<file path="config.mk">
export PLATFORM = sky130hd
export DESIGN_NAME = ext_mem_arbiter_flat
export DESIGN_NICKNAME = d
export VERILOG_FILES = /design/src/rtl/ext_mem_arbiter_if.sv /design/src/rtl/ext_mem_arbiter.sv /design/src/flat_wrapper.sv
export SDC_FILE = /design/constraint.sdc
export NUM_CORES = 1
export LEC_CHECK = 0
export CAP_MARGIN = 10
export CORE_AREA = 2 2 60 62
export DETAILED_ROUTE_END_ITERATION = 8
export DIE_AREA = 0 0 62 64
export PLACE_DENSITY = 0.79
export SLEW_MARGIN = 20
export SYNTH_ARGS = -nofsm -noshare
export SYNTH_HDL_FRONTEND = slang
export SYNTH_SLANG_ARGS = --single-unit
</file>
<file path="constraint.sdc">
create_clock -name clk_i -period 2.2 [get_ports clk_i]
set_clock_uncertainty 0.2 [all_clocks]
set_input_delay 0.33 -clock clk_i [delete_from_list [all_inputs] [get_ports clk_i]]
set_output_delay 0.33 -clock clk_i [all_outputs]
set_load 0.02 [all_outputs]
</file>
<file path="src/rtl/ext_mem_arbiter_if.sv">
// rtl/ext_mem_arbiter_if.sv - request/stall/external-bus bundle between pipeline and ext_mem_arbiter
// ext_rdy exists only when ARB_EXT_READY_EN is defined.
interface ext_mem_arbiter_if;
  logic        pm_req;
  logic [15:0] pm_add;
  logic        dm_req;
  logic [15:0] dm_add;
  logic        rwb;
`ifdef ARB_EXT_READY_EN
  logic        ext_rdy;
`endif
  logic [15:0] ext_add;
  logic        ext_rwb;
  logic        ext_cs;
  logic        ext_sel;
  logic        pm_stall;
  logic        dm_stall;
  logic        pm_done;
  logic        dm_done;

  modport slave (
    input  pm_req, pm_add, dm_req, dm_add, rwb,
    output ext_add, ext_rwb, ext_cs, ext_sel, pm_stall, dm_stall, pm_done, dm_done
`ifdef ARB_EXT_READY_EN
    , input ext_rdy
`endif
  );

  modport master (
    output pm_req, pm_add, dm_req, dm_add, rwb,
    input  ext_add, ext_rwb, ext_cs, ext_sel, pm_stall, dm_stall, pm_done, dm_done
`ifdef ARB_EXT_READY_EN
    , output ext_rdy
`endif
  );
endinterface

</file>
<file path="src/rtl/ext_mem_arbiter.sv">
// rtl/ext_mem_arbiter.sv - one-at-a-time external memory access for PM fetch and DM, fixed wait states
// Define ARB_EXT_READY_EN to also wait for the device's ext_rdy before completing.
module ext_mem_arbiter #(
  parameter int unsigned WAIT_CYCLES = 2
) (
  input  logic             clk_i,
  input  logic             rst_i,
  ext_mem_arbiter_if.slave bus
);
  typedef enum logic {IDLE = 1'b0, ACCESS = 1'b1} state_e;

  localparam logic [3:0] WAIT_INIT = 4'(WAIT_CYCLES);

  state_e      state_q, state_d;
  logic [3:0]  cnt_q, cnt_d;
  logic [15:0] add_q, add_d;
  logic        rwb_q, rwb_d;
  logic        sel_q, sel_d;
  logic        pm_ext, dm_ext, rdy, finish;
  logic        pm_done, dm_done;

  assign pm_ext = bus.pm_req & (|bus.pm_add[15:12]);
  assign dm_ext = bus.dm_req & (|bus.dm_add[15:12]);

`ifdef ARB_EXT_READY_EN
  assign rdy = bus.ext_rdy;
`else
  assign rdy = 1'b1;
`endif

  assign finish = (state_q == ACCESS) & (cnt_q == 4'd0) & rdy;

  always_ff @(posedge clk_i) begin
    if (rst_i) begin
      state_q <= IDLE;
      cnt_q   <= 4'd0;
      add_q   <= 16'h0000;
      rwb_q   <= 1'b1;
      sel_q   <= 1'b0;
    end else begin
      state_q <= state_d;
      cnt_q   <= cnt_d;
      add_q   <= add_d;
      rwb_q   <= rwb_d;
      sel_q   <= sel_d;
    end
  end

  // DM wins ties: it belongs to the older instruction in the pipe.
  always_comb begin
    state_d = state_q;
    cnt_d   = cnt_q;
    add_d   = add_q;
    rwb_d   = rwb_q;
    sel_d   = sel_q;
    case (state_q)
      IDLE: begin
        if (dm_ext) begin
          sel_d   = 1'b1;
          add_d   = bus.dm_add;
          rwb_d   = bus.rwb;
          cnt_d   = WAIT_INIT;
          state_d = ACCESS;
        end else if (pm_ext) begin
          sel_d   = 1'b0;
          add_d   = bus.pm_add;
          rwb_d   = 1'b1;
          cnt_d   = WAIT_INIT;
          state_d = ACCESS;
        end
      end
      ACCESS: begin
        if (finish) begin
          state_d = IDLE;
        end else if (cnt_q != 4'd0) begin
          cnt_d = cnt_q - 4'd1;
        end
      end
      default: state_d = IDLE;
    endcase
  end

  // Owner withdrawal is ignored once granted; only reset aborts a bus cycle.
  always_comb begin
    pm_done      = ~rst_i & finish & ~sel_q;
    dm_done      = ~rst_i & finish & sel_q;
    bus.pm_done  = pm_done;
    bus.dm_done  = dm_done;
    bus.pm_stall = ~rst_i & pm_ext & ~pm_done;
    bus.dm_stall = ~rst_i & dm_ext & ~dm_done;
    bus.ext_cs   = (state_q == ACCESS);
    bus.ext_add  = add_q;
    bus.ext_rwb  = rwb_q;
    bus.ext_sel  = sel_q;
  end
endmodule

</file>
<file path="src/flat_wrapper.sv">
// flat-port wrapper written by rule: the top's interface ports become plain ports
module ext_mem_arbiter_flat 
#(
  parameter int unsigned WAIT_CYCLES = 2
)
  (clk_i, rst_i, bus_pm_req, bus_pm_add, bus_dm_req, bus_dm_add, bus_rwb, bus_ext_add, bus_ext_rwb, bus_ext_cs, bus_ext_sel, bus_pm_stall, bus_dm_stall, bus_pm_done, bus_dm_done);
  ext_mem_arbiter_if bus_i ();
  input  logic clk_i;
  input  logic rst_i;
  input wire logic [$bits(bus_i.pm_req)-1:0] bus_pm_req;
  input wire logic [$bits(bus_i.pm_add)-1:0] bus_pm_add;
  input wire logic [$bits(bus_i.dm_req)-1:0] bus_dm_req;
  input wire logic [$bits(bus_i.dm_add)-1:0] bus_dm_add;
  input wire logic [$bits(bus_i.rwb)-1:0] bus_rwb;
  output wire logic [$bits(bus_i.ext_add)-1:0] bus_ext_add;
  output wire logic [$bits(bus_i.ext_rwb)-1:0] bus_ext_rwb;
  output wire logic [$bits(bus_i.ext_cs)-1:0] bus_ext_cs;
  output wire logic [$bits(bus_i.ext_sel)-1:0] bus_ext_sel;
  output wire logic [$bits(bus_i.pm_stall)-1:0] bus_pm_stall;
  output wire logic [$bits(bus_i.dm_stall)-1:0] bus_dm_stall;
  output wire logic [$bits(bus_i.pm_done)-1:0] bus_pm_done;
  output wire logic [$bits(bus_i.dm_done)-1:0] bus_dm_done;
  assign bus_i.pm_req = bus_pm_req;
  assign bus_i.pm_add = bus_pm_add;
  assign bus_i.dm_req = bus_dm_req;
  assign bus_i.dm_add = bus_dm_add;
  assign bus_i.rwb = bus_rwb;
  assign bus_ext_add = bus_i.ext_add;
  assign bus_ext_rwb = bus_i.ext_rwb;
  assign bus_ext_cs = bus_i.ext_cs;
  assign bus_ext_sel = bus_i.ext_sel;
  assign bus_pm_stall = bus_i.pm_stall;
  assign bus_dm_stall = bus_i.dm_stall;
  assign bus_pm_done = bus_i.pm_done;
  assign bus_dm_done = bus_i.dm_done;
  ext_mem_arbiter #(.WAIT_CYCLES(WAIT_CYCLES)) u_core (.clk_i(clk_i), .rst_i(rst_i), .bus(bus_i));
endmodule
</file>
* After elaboration in Yosys (flattened, before gate mapping)
Cells that the tools add are included.
Word-level totals: flip-flop bits (word level) 23, input bits 37, output and inout bits 23, logic and storage cells 46
Cells by class: $add $sub $neg 1, eq/ne operators 3, mux-type cells 15, bitwise logic cells 15, reduce and logical (&&, ||, !) cells 7
Operators with widths (number):
- $mux W16 | 2
- $mux W4 | 4
- $and A1 B1 Y1 | 10
- $pmux W4 S2 | 1
- $reduce_or A4 Y1 | 2
- $mux W1 | 7
- $not A1 Y1 | 5
- $logic_not A4 Y1 | 1
- $ne A2 B2 Y1 const B | 2
- $reduce_bool A4 Y1 | 1
- $sub A4 B1 Y4 const B | 1
- $ne A3 B1 Y1 const B | 1
- $reduce_and A3 Y1 | 1
- $pmux W1 S2 | 1
- $reduce_and A2 Y1 | 1
- $reduce_bool A2 Y1 | 1

* Depth between registers and ports, before layout
Gate-level depths: netlist (run 1).
depth after elaboration 6, depth in mapped cells 5, mapped depth without buffers 5

* Least setup slack after synthesis (run 1)
No wires, ideal clock.
kind register to output, from reg u_core.state_q, in the netlist u_core.bus.ext_cs, to out bus_dm_done, data arrival time 1.584 ns, required time 1.670 ns, path slack 0.086 ns, stages on the path, launching flop included 4, path buffers 1, cells stage by stage dfxtp_1 clkbuf_1 nand4bb_1 nor3b_1
On the way: cells in the longest elaborated chain, start to end 3
RTL lines:
- start: declaration | line ext_mem_arbiter.sv:14 | state_e state_q, state_d;
- start signal: assignment | line ext_mem_arbiter.sv:41 | state_q <= state_d;
- $and A1 B1 Y1 | line ext_mem_arbiter.sv:31 | assign finish = (state_q == ACCESS) & (cnt_q == 4'd0) & rdy;
- $and A1 B1 Y1 (2 in a row) | line ext_mem_arbiter.sv:86 | dm_done = ~rst_i & finish & sel_q;
- end: declaration | line flat_wrapper.sv:22 | output wire logic [$bits(bus_i.dm_done)-1:0] bus_dm_done;
Every way passes these cells.

* Final worst setup path (run 1)
from reg u_core.state_q, in the netlist u_core.bus.ext_cs, to out bus_ext_cs
RTL lines:
- end: declaration | line flat_wrapper.sv:17 | output wire logic [$bits(bus_i.ext_cs)-1:0] bus_ext_cs;
No word-level cell between the ends.

==> reports/metrics.yaml, run 1 <==
period_share_pct: 96.8
layout.nets: 258
setup_viol: 0
worstMarginPinSlew_ns: 0.340
drive_gt1_share_pct: 21.0
cp.arrival_ns: 1.60
yosys.area.top_type: "dfxtp_1"
start_util_pct: 40.1
ctsHoldBuffers: 0
period_minus_slack_ns: 2.13
cts.sinks: 23
place.gp.congestion: 0.763
crit_type: "flop to output pin"
synth.area.top_cells: "dfxtp_1 35%, a221oi_2 11%, nand2b_1 8.1%"
drc: 0
clk_pin_slew_ns: 0.13
numCtsBuffers: 3
drt-initial-drc-count: 64
postLayoutCellArea_um2: 2140
min_from: "u_core.bus.ext_add[12]"
netlist.area_leader.share_pct: 34.9
viasPerCell: 5.31
io_pins: 60
antenna_found_initial: 0
synth_cells: 146
r2r_start: "u_core.bus.ext_cs"
p_leak_nw: 0.816
yosysSeqAreaShare_pct: 34.9
vias: 1407
grt_pass1_wl_mm: 6.20
hold_ws_ns: 0.284
post-route-util_pct: 65.1
synthesis.area_um2: 1320
coreArea_um2: 3280
ff2ff_setup_slack_ns: 0.60
ys_seq_elements: 23
firstDrtPassIters: 4
postRouteAntennaNets: 0
portBuffers: 59
holdPathStages: 2
ff2ff_path_depth: 4
reg2reg_to: "u_core.cnt_q[3]"
die_y_um: 64
grt-ovfl-total: 0
slew_violations: 0
synth_edf_count: 0
clock-root-buffer: "clkbuf_4"
drv_cap: 0
track_usage_pct: 20.4
critPathLaunchType: "flop"
layout.cells.non_filler: 265
relSlewSlack_pct: 77.2
area_delta_synth_final_pct: 62.3
hold_end: "u_core.bus.ext_add[12]"
peakVddDrop_uv: 265
p_per_area_nw_per_um2: 577
clock.fmax_mhz: 469
postCtsSetupBuffers: 0
fill_cells: 293
insertion_delay_ns: 0.30
dp_hpwl_mm: 2.91
cts_tree: "yes"
num_rows: 21
die_w_um: 62
status: "finished, final reports clean"
synth_cell_types: 34
hold_class: "flop to flop"
rsz0062_at_grt: "no"
routedWlPerCell_um: 14.4
grt_max_degree: 23
design.die.area_um2: 3970
syn_area_per_cell_um2: 9.02
routed_wl_mm: 3.80
required_ns: 1.67
hold_viol_final: 0
placed_area_um2: 2090
antenna-diode-count: 0
cts.htree.levels: 1
clockBufferDepth: 2
dp.cells: 261
syn_nets: 184
report.power.total_mw: 1.23
crit_path_end_kind: "output pin"
dominantRegCellSynth: "dfxtp_1"
yosys_warnings: 0
ys_async_sr_fraction_pct: 0
first_global_vias: 1428
worstPathMaxFanout: 9
==> worst max-delay path, cell delays in order, from the launching register on <==
cell and delay (ns):
dfxtp_1 0.47, buf_4 0.21, clkdlybuf4s50_1 0.61
==> sequential cells by signal, indices dropped and copies added (netlist names) <==
signal and flops:
u_core.bus.ext_cs 1, u_core.bus.ext_add 16, u_core.bus.ext_rwb 1, u_core.bus.ext_sel 1, u_core.cnt_q 4
==> power by group <==
part / internal, mW / leakage (nW) / switching, mW
registers: 0.472 / 0.191 / 0.0362
clock network: 0.0676 / 0.0177 / 0.123
logic: 0.282 / 0.607 / 0.252
total: 0.822 / 0.816 / 0.412
==> layer usage <==
layer	vias to the layer above	share of wire, %	GRT usage (%)
li1	691	-	-
met1	664	42	22.1
met2	50	52	38.8
met3	2	5.6	3.04
met4	0	0.55	5.32
met5	-	0	0
==> synthesized netlist by cell type, types with 2 or more instances <==
master	number
a311oi_1	2
clkbuf_1	6
o21ai_0	5
nor3_1	19
o41ai_4	2
a21oi_1	6
inv_1	19
a221oi_1	7
a31oi_1	4
a221oi_2	10
buf_4	2
nand3_1	2
nor2b_1	2
or3_1	2
dfxtp_1	23
nand2b_1	17
==> worst max path at each step <==
stage | from | end | slack [ns] | depth (start not counted)
2_1_floorplan | u_core.bus.ext_cs | bus_dm_done | 0.09 | 3
3_3_place_gp | bus_dm_add[13] | bus_dm_stall | -0.20 | 4
3_5_place_dp | bus_dm_add[13] | bus_dm_stall | -0.22 | 4
4_1_cts | u_core.cnt_q[0] | bus_dm_done | 0.003 | 5
5_1_grt | u_core.bus.ext_cs | bus_ext_cs | 0.01 | 2
6_report | u_core.bus.ext_cs | bus_ext_cs | 0.07 | 2
==> logic make-up after synthesis <==
| logic type | synth area share [%] |
|---|---|
| simple gates | 23.2 |
| flops | 34.9 |
| compound gates | 31.4 |
| fa+ha+maj | 0.950 |
| buf+inv | 9.50 |
==> placed cells by master, fill, tap and decap left out, drive strengths merged, types with 4 or more instances in the layout <==
master / n
nand2b: 17
o21ai: 5
a31oi: 4
clkdlybuf4s50: 55
nor3: 20
inv: 19
buf: 23
dfxtp: 23
a21oi: 6
a221oi: 17
clkbuf: 4
==> cell type report <==
cell class	instances	area, um^2	share of cell area (%)
Clock inverter	1	5.00	0.234
Tap cell	46	57.6	2.69
Clock buffer	3	22.5	1.05
Multi-Input combinational cell	94	776	36.3
Inverter	19	71.3	3.34
Sequential cell	23	460	21.5
Timing Repair Buffer	79	746	34.9
==> timing repair <==
item	4_1_cts	5_1_grt
gates resized for setup	18	7
cloned	0	0
setup endpoints to repair	4	4
==> per-stage QoR <==
| step | setup TNS (ns) | setup WS, ns |
|---|---|---|
| finish | 0 | 0.0698 |
| global route | 0 | 0.0120 |
| CTS | 0 | 0.00304 |
| detailed placement | -1.83 | -0.224 |
| global placement | -1.04 | -0.201 |
| floorplan | 0 | 0.0860 |
No activity file was read; power rests on OpenSTA's default activity.
==> run 2: changes to the inputs <==
--- a/config.mk
+++ b/config.mk
@@ -10,6 +10,7 @@
 export DETAILED_ROUTE_END_ITERATION = 8
 export DIE_AREA = 0 0 62 64
 export PLACE_DENSITY = 0.79
+export REMOVE_ABC_BUFFERS = 1
 export SLEW_MARGIN = 20
 export SYNTH_ARGS = -nofsm -noshare
 export SYNTH_HDL_FRONTEND = slang
==> run 2 against run 1 <==
Compared with the run above:
- via count increased by 2.0%
- sequential share of layout area increased by 0.050 points
- utilization decreased by 0.15 points
- count of clock-buffer cells in the layout unchanged
- fmax increased by 4.8%
- wire length increased by 5.4%
- power increased by 0.65%
- flip-flop and latch count unchanged
- first-iteration DRC count increased by 52%
- sequential power about the same
- final cell count decreased by 0.38%
- critical path depth increased by 3
- critical path type unchanged
- largest cell class unchanged
- highest routed layer unchanged
==> reports/metrics.yaml, run 2 (synthesized netlist as in run 1, its figures left out) <==
relSlewSlack_pct: 78.7  # +1.5 points
p_leak_nw: 0.824  # +0.89%
insertion_delay_ns: 0.31  # about the same
drive_gt1_share_pct: 20.6  # -0.36 points
cts.htree.levels: 1  # unchanged
placed_area_um2: 2080  # -0.36%
holdPathStages: 2  # unchanged
ff2ff_path_depth: 4  # unchanged
postCtsSetupBuffers: 0  # unchanged
grt-ovfl-total: 0  # unchanged
first_global_vias: 1496  # +4.8%
required_ns: 1.67  # about the same
cp.arrival_ns: 1.50  # -0.10 ns
peakVddDrop_uv: 209  # -21%
portBuffers: 59  # unchanged
layout.nets: 257  # -0.39%
num_rows: 21  # unchanged
slowest_delay_ns: 0.37  # -0.24 ns
ctsHoldBuffers: 0  # unchanged
die_y_um: 64  # unchanged
firstDrtPassIters: 4  # unchanged
clock.fmax_mhz: 492  # +4.8%
die_w_um: 62  # unchanged
postLayoutSetupSlackWorst_ns: 0.168  # +0.0984 ns
numCtsBuffers: 3  # unchanged
crit_chain: "inv_1 > ha_2 > nor4bb_4 > a211oi_2 > buf_2"
final_cell_mix: "54 x clkdlybuf4s50_1, 23 x dfxtp_1, 19 x inv_1, 19 x nor3_1"
antenna_found_initial: 0  # unchanged
routedWlPerCell_um: 15.2  # +5.8%
antenna-diode-count: 0  # unchanged
r2r_start: "u_core.bus.ext_cs"
cp_slowest_cell: "dfxtp_1"
hold_class: "flop to flop"
viasPerCell: 5.44  # +2.4%
postRouteAntennaNets: 0  # unchanged
clock-root-buffer: "clkbuf_4"
clk_pin_slew_ns: 0.13  # about the same
crit_type: "flop to output pin"
track_usage_pct: 20.7  # +0.30 points
routed_wl_mm: 4.01  # +5.4%
cts.sinks: 23  # unchanged
p_per_area_nw_per_um2: 582  # +0.89%
period_share_pct: 92.4  # -4.5 points
place.gp.congestion: 0.788  # +3.3%
slew_violations: 0  # unchanged
rsz0062_at_grt: "no"
drt-initial-drc-count: 97  # +52%
place_ws_ns: -0.232  # -0.00770 ns
worstMarginPinSlew_ns: 0.317  # -0.0236 ns
vias: 1435  # +2.0%
ff2ff_setup_slack_ns: 0.56  # -0.04 ns
worstPathMaxFanout: 5  # -4
grt_pass1_wl_mm: 6.39  # +3.1%
design.die.area_um2: 3970  # unchanged
io_pins: 60  # unchanged
hold_ws_ns: 0.287  # +0.00327 ns
setup_viol: 0  # unchanged
cts_tree: "yes"
status: "finished, final reports clean"
final_common_cell: "clkdlybuf4s50_1"
report.power.total_mw: 1.24  # +0.65%
reg2reg_to: "u_core.bus.ext_add[5]"
hold_viol_final: 0  # unchanged
crit_path_end_kind: "output pin"
clockBufferDepth: 2  # unchanged
largest_register_ffs: 16  # unchanged
period_minus_slack_ns: 2.03  # -0.0984 ns
finalSetupTns_ns: 0  # unchanged
start_util_pct: 40.1  # unchanged
area_delta_synth_final_pct: 61.9
dp_hpwl_mm: 3.05  # +4.9%
min_from: "u_core.bus.ext_add[14]"
critPathLaunchType: "flop"
drv_cap: 0  # unchanged
drc: 0  # unchanged
coreArea_um2: 3280  # unchanged
grt_max_degree: 23  # unchanged
hold_end: "u_core.bus.ext_add[14]"
postLayoutCellArea_um2: 2130  # -0.23%
==> run 2: changes by cell type in the layout (fill, tap and decap cells not counted) <==
cell	delta
buf_4	-1
clkdlybuf4s50_1	-1
dlymetal6s2s_1	+1
==> run 2: layout make-up <==
type | count | area (um^2)
fillers | 271 | 1150
inverters | 19 | 71.3
multi-input cells | 94 | 776
clock buffers | 3 | 22.5
well taps | 46 | 57.6
repair buffers | 78 | 741
flip-flops and latches | 23 | 460
clock inverters | 1 | 5.00
==> run 2: per-stage QoR <==
| step | instances | util [%] |
|---|---|---|
| after floorplan | 136 | - |
| after global placement | 260 | 63.3 |
| after detailed placement | 260 | 63.3 |
| after CTS | 264 | 64.6 |
| after global routing | 264 | 65.0 |
| final | 264 | 65.0 |
==> run 2: worst max-delay path by stage <==
stage                                  from           end  slack, ns  cells after the start
after global placement       bus_dm_add[13]  bus_dm_stall      -0.24                      4
final                       u_core.cnt_q[1]  bus_dm_stall       0.17                      5
after floorplan           u_core.bus.ext_cs   bus_dm_done      -0.17                      2
after global routing        u_core.cnt_q[0]   bus_pm_done       0.01                      5
after CTS                 u_core.bus.ext_cs    bus_ext_cs      0.007                      2
after detailed placement     bus_dm_add[13]  bus_dm_stall      -0.23                      4
==> run 2: critical path: cells and delay by family, from the launching register on <==
| kind | cells | cell delay [ns] |
|---|---|---|
| flip-flops | 1 | 0.37 |
| buffers and inverters | 2 | 0.25 |
| adder cells (fa/ha/maj) | 1 | 0.21 |
| AO/OA/AOI/OAI | 1 | 0.20 |
| AND/OR/NAND/NOR | 1 | 0.17 |
==> run 2: timing repair <==
action / in CTS / in global routing
pin swaps: 1 / 0
resized for setup: 17 / 9
hold endpoints to repair: 0 / 0
setup endpoints to repair: 4 / 5
==> run 2: metal layers <==
| metal | up-vias | part of all wire, % | GRT usage (%) |
|---|---|---|---|
| li1 | 687 | - | - |
| met1 | 676 | 41 | 22.4 |
| met2 | 68 | 50 | 38.8 |
| met3 | 4 | 8.9 | 3.64 |
| met4 | 0 | 0.87 | 5.85 |
| met5 | - | 0 | 0 |
==> run 2: report_power, final <==
| part | total (mW) | switching [mW] | internal (mW) |
|---|---|---|---|
| Combinational | 0.535 | 0.256 | 0.279 |
| Clock | 0.198 | 0.130 | 0.0678 |
| Sequential | 0.508 | 0.0359 | 0.472 |
